==> config.mk <==
export PLATFORM = sky130hd
export DESIGN_NAME = ram_arbiter
export DESIGN_NICKNAME = d
export VERILOG_FILES = /design/src/rtl/ram_arbiter.sv
export SDC_FILE = /design/constraint.sdc
export NUM_CORES = 1
export LEC_CHECK = 0
export ABC_AREA = 1
export CAP_MARGIN = 20
export CORE_ASPECT_RATIO = 1.2
export CORE_MARGIN = 10
export CORE_UTILIZATION = 32
export CTS_CLUSTER_SIZE = 30
export DETAILED_ROUTE_END_ITERATION = 7
export PLACE_DENSITY = 0.9
export REMOVE_ABC_BUFFERS = 1
export SLEW_MARGIN = 40
export SYNTH_ARGS = -nofsm -noshare
export SYNTH_HDL_FRONTEND = slang
export SYNTH_SLANG_ARGS = --single-unit
==> constraint.sdc <==
create_clock -name clk -period 2.2 [get_ports clk]
set_input_delay 0.44 -clock clk [delete_from_list [all_inputs] [get_ports clk]]
set_output_delay 0.44 -clock clk [all_outputs]
set_load 0.005 [all_outputs]
==> src/rtl/ram_arbiter.sv <==
// Round-robin arbiter and power-up initialiser for a single-port 16x8 synchronous-read RAM.
// Clears the RAM after reset, then shares its one port between requesters A and B.
module ram_arbiter #(
    parameter int              AW       = 4,
    parameter int              DW       = 8,
    parameter logic [DW-1:0]   INIT_VAL = 8'h00
) (
    input  logic          clk,
    input  logic          rst,
    output logic          init_done,
    output logic [0:0]    dbg_state,

    input  logic          a_valid,
    output logic          a_ready,
    input  logic          a_we,
    input  logic [AW-1:0] a_adr,
    input  logic [DW-1:0] a_dat_w,
    output logic          a_rsp_valid,
    output logic [DW-1:0] a_dat_r,

    input  logic          b_valid,
    output logic          b_ready,
    input  logic          b_we,
    input  logic [AW-1:0] b_adr,
    input  logic [DW-1:0] b_dat_w,
    output logic          b_rsp_valid,
    output logic [DW-1:0] b_dat_r,

    output logic [AW-1:0] mem_adr,
    output logic          mem_we,
    output logic [DW-1:0] mem_dat_w,
    input  logic [DW-1:0] mem_dat_r
);

    localparam logic [0:0] ST_INIT = 1'b0;
    localparam logic [0:0] ST_RUN  = 1'b1;

    logic [0:0]    state;
    logic [AW-1:0] cnt;
    logic          last_b;
    logic          iss_vld;
    logic          iss_id;
    logic          iss_we;
    logic          run;
    logic          gnt_a;
    logic          gnt_b;

    // Handshake: a request transfers in the cycle where x_valid and x_ready are both high;
    // the requester holds adr/we/dat_w stable until then, and its response follows one cycle later.
    // Outputs are gated with rst so they fall to zero the moment reset is asserted.
    assign run       = ~rst & (state == ST_RUN);
    assign init_done = run;
    assign dbg_state = state;

    always_comb begin
        gnt_a = 1'b0;
        gnt_b = 1'b0;
        if (run) begin
            gnt_a = a_valid & (~b_valid | last_b);
            gnt_b = b_valid & (~a_valid | ~last_b);
        end
    end

    assign a_ready = gnt_a;
    assign b_ready = gnt_b;

    always_comb begin
        mem_we    = 1'b0;
        mem_adr   = '0;
        mem_dat_w = '0;
        if (!rst && state == ST_INIT) begin
            mem_we    = 1'b1;
            mem_adr   = cnt;
            mem_dat_w = INIT_VAL;
        end else if (gnt_a) begin
            mem_we    = a_we;
            mem_adr   = a_adr;
            mem_dat_w = a_dat_w;
        end else if (gnt_b) begin
            mem_we    = b_we;
            mem_adr   = b_adr;
            mem_dat_w = b_dat_w;
        end
    end

    // Read data arrives from the RAM in the cycle after the grant, matching the issue register.
    assign a_rsp_valid = ~rst & iss_vld & ~iss_id;
    assign b_rsp_valid = ~rst & iss_vld & iss_id;
    assign a_dat_r     = (a_rsp_valid && !iss_we) ? mem_dat_r : '0;
    assign b_dat_r     = (b_rsp_valid && !iss_we) ? mem_dat_r : '0;

    always_ff @(posedge clk or posedge rst) begin
        if (rst) begin
            state   <= ST_INIT;
            cnt     <= '0;
            last_b  <= 1'b1;
            iss_vld <= 1'b0;
            iss_id  <= 1'b0;
            iss_we  <= 1'b0;
        end else begin
            if (state == ST_INIT) begin
                cnt <= cnt + 1'b1;
                if (cnt == {AW{1'b1}})
                    state <= ST_RUN;
            end
            iss_vld <= gnt_a | gnt_b;
            iss_id  <= gnt_b;
            iss_we  <= gnt_b ? b_we : (gnt_a & a_we);
            if (gnt_a || gnt_b)
                last_b <= gnt_b;
        end
    end

endmodule

==> results summary <==
The flow ran to the end, and the final reports show no timing, DRC or antenna violations. Entering global routing, the biggest net connects 10 pins. The floorplan has 19 rows. The number of H-tree levels came out at 1. The clock share of power came out at around 22%. The total wirelength of the detailed-routed design came out at a little under 4000 µm. The setup clock skew after layout is around 0.0014 ns. The remaining routing DRC violations is 0. The detail route stage leaves a number of antenna-violating nets equal to 0. The post-route worst setup slack came out at 0.0778 ns. The net count of the finished layout is between 200 and 300. The register bit total from synthesis came out at 9.

Subtracting the final worst setup slack from the clock period gives ~2.1 ns. The number of clock buffers inserted by TritonCTS came out at 3. The number of slew-limit violations in the final report came out at 0. The areal power density over the cells is ~330 mW/mm². The net load switching power came out at ~0.18 mW. The arrival time of data at the critical path endpoint is 1.68 ns.

In the post-synthesis netlist, the biggest area contributors are dfrtp_1, nand2_1, nand4_1, nor2_1, inv_1. Counting the fill cells in the layout gives between 150 and 200. Walking the worst path, the cells encountered are inv_1, nand2_2, nand3_4, inv_4, buf_4, buf_4, nand2_1, nand2_1, clkdlybuf4s15_1. The analysis attributes to cell leakage a power of around 1.1 nW. The via count came out at about 1,200. The setup TNS is 0 ns. The part of the total power dissipated in sequential elements is approximately 31%. 73 I/O pins were placed. For this run, the slowest stage of the critical path takes between 0.5 and 0.6 ns. The core region is 0.00231 mm².

The area of the die is around 0.0048 mm². Max-cap violations in this run came to 0. The signed area change from the synthesized netlist to the final layout came out at 128%. STA puts the critical path data required time at 1.76 ns.

The initial utilization of the core area, before any placement, comes to approximately 33%. The non-filler instance count after layout is about 240. The peak fanout along the critical path is 4.

The number of inserted diodes is 0. The worst hold margin is 0.233 ns. The sequential share of the synthesized area came out at just under 30%. The cts-stage hold buffer count is 0.

TritonCTS built the clock tree. The initial antenna violation count came to 0. The slowest stage of the critical path belongs to the cell dfstp_2.

The worst path uses between 90% and 100% of the clock period. Clock tree synthesis selected as its root buffer the cell clkbuf_4. For this run, the top clock speed supported by timing is 471 MHz. The cell area after placement came out at 0.00159 mm². The sum of internal, switching and leakage power is about 0.58 mW. The post-synthesis instance area came out at 772 µm². The post-synthesis area per instance came out at between 6 and 7 µm². The biggest area contributor in the post-synthesis netlist is dfrtp_1. The critical path capture point type is an output port. After global routing the overflow that remains totals 0. The die is around 74 µm tall. The count of buffering cells on the critical path with inverters included came out at 5.

The insertion delay of the later-clocked pin in the worst-skew pair came out at ~0.26 ns. The average routed wire per standard cell came out at ~16 µm. The critical path in this run is classified as reg -> out. The combinational group share of total power is between 40% and 50%. STA classifies the critical path startpoint as a flip-flop. For this run, the total global-route usage over all layers was measured as 15.4%. The detailed-route vias per instance came out at a little under 5. The number of buffer cells added on primary ports came out at 72. The distinct cell type count of the synthesized netlist came out at 20. The worst slew margin relative to its limit came out at 77.2%. The first global-routing pass estimated between 6000 and 7000 µm of wire. The final-report setup violation count came out at 0. The final instance area came out at ~0.0018 mm². For the pin with the worst max-slew slack, the measured transition is ~0.34 ns. The share of cells above drive strength 1 came out at a little over a fifth. The worst setup timing slack at the placement stage came out at -0.352 ns.

The utilization after layout is approximately 76%. The number of clock sinks came out at 9. The final weighted congestion in routability-driven placement is ~0.73. The DRC marker count from the first detailed-route iteration is 46. The pre-antenna-repair detailed-routing pass consisted of 4 iterations.

The clock transition time at the flip-flop clock pins of the worst setup and hold paths came out at 0.06 ns. The number of hold violations in the final report is 0. The worst hold path belongs to the class in -> async. In the synthesized netlist, the number of instances is around 110. The switching power share of the total is approximately 31%. The peak supply drop came out at between 0.2 and 0.3 mV.

The cell-internal power came out at between 0.4 and 0.5 mW. The number of global-route vias before repair came out at between 1,000 and 1,500. The die is 64.8 µm wide.

Yosys printed 0 warnings. Counting along the longest clock path gives a buffer depth of 2. The fraction of post-synthesis cell area in the top cell type by area is approximately 26%. The cell family contributing the most delay on the critical path is buffers and inverters. The number of instances in the placed design came out at about 230. Detailed placement ended at an HPWL of 2930 µm.
## routing by layer
metal / vias to the layer above / wire length (µm) / GRT usage [%]
met4: 0 / 40 / 3.81
met5: - / 0 / 0
met1: 563 / 1400 / 15.8
li1: 572 / - / -
met3: 4 / 288 / 5.93
met2: 61 / 2240 / 28.7
## state kept, by name, summed over array words and instances (netlist names)
signal and count:
cnt 4, dbg_state 1, iss_id 1, iss_vld 1, iss_we 1, last_b 1
## tightest hold or removal path, cell delays in order
cell and delay [ns]:
buf_2 0.15, inv_2 0.08, buf_4 0.17
## power groups by stage
| stage | clock network (mW) | logic [mW] | registers (mW) |
|---|---|---|---|
| final | 0.130 | 0.272 | 0.182 |
| after global routing | 0.150 | 0.293 | 0.182 |
| after CTS | 0.134 | 0.264 | 0.181 |
| after detailed placement | 0 | 0.245 | 0.185 |
| after global placement | 0 | 0.237 | 0.184 |
| after floorplan | 0 | 0.0711 | 0.183 |
## final timing paths
check / endpoint / cells past startpoint / from / slack (ns)
max in group asynchronous: last_b$_DFFE_PP1P_ / 3 / rst / 1.75
worst min register to register: cnt[3]$_DFFE_PP0N_ / 1 / cnt[3]$_DFFE_PP0N_ / 0.52
min in group clk: cnt[3]$_DFFE_PP0N_ / 1 / cnt[3]$_DFFE_PP0N_ / 0.52
worst min-delay path: dbg_state$_DFF_PP0_ / 3 / rst / 0.23
worst max-delay path: mem_dat_w[0] / 9 / last_b$_DFFE_PP1P_ / 0.08
worst max register to register: iss_id$_DFF_PP0_ / 5 / last_b$_DFFE_PP1P_ / 1.01
## cell families (layout without fill, tap and decap cells)
logic type,count (synthesis),count (layout),synth area share [%]
buffers and inverters,20,116,13.1
DFF,9,9,29.3
xor gates and xnor gates,3,3,3.40
and+or+nand+nor,81,82,52.5
adders and majority gates,1,1,1.62
## cells in the mapped netlist (all sizes together)
cell	instances
and3	1
ha	1
dfrtp	8
xnor2	2
buf	4
xor2	1
nor2	19
inv	16
nand2	34
nand4	19
nand3	8
dfstp	1
## cells in the final DEF (no fill, tap or decap)
cell type,instances
dlymetal6s2s_1,14
inv_1,13
nand2_1,30
nand4_2,1
nand2_2,2
ha_1,1
nor2_1,16
dfstp_2,1
clkbuf_2,1
buf_4,22
clkdlybuf4s15_1,2
clkdlybuf4s50_1,48
inv_2,1
clkbuf_1,1
nand3_4,1
nand4_1,18
nor2_2,1
and3_2,1
nor2_8,1
xnor2_1,2
clkinvlp_4,1
nand2_4,3
clkbuf_4,3
dfrtp_1,8
xor2_1,1
dlygate4sd2_1,6
buf_6,1
nand3_1,7
buf_2,1
inv_4,2
nor2_4,1
## area by class of cell
cell class | count | area [µm²] | share of cell area [%]
timing repair buffer | 95 | 915 | 52.0
tap | 31 | 38.8 | 2.20
inverter | 16 | 65.1 | 3.70
multi-input combinational | 86 | 480 | 27.3
clock buffer | 4 | 26.3 | 1.49
sequential | 9 | 226 | 12.9
timing repair inverter | 1 | 7.51 | 0.427
## timing repair
action / CTS / global route
endpoints found under the setup margin: 34 / 19
setup buffers: 7 / 3
pin swaps: 3 / 2
cloned: 2 / 0
hold endpoints to repair: 0 / 0
resized for setup: 16 / 25
Note: power is estimated with default switching activity, not from simulation.
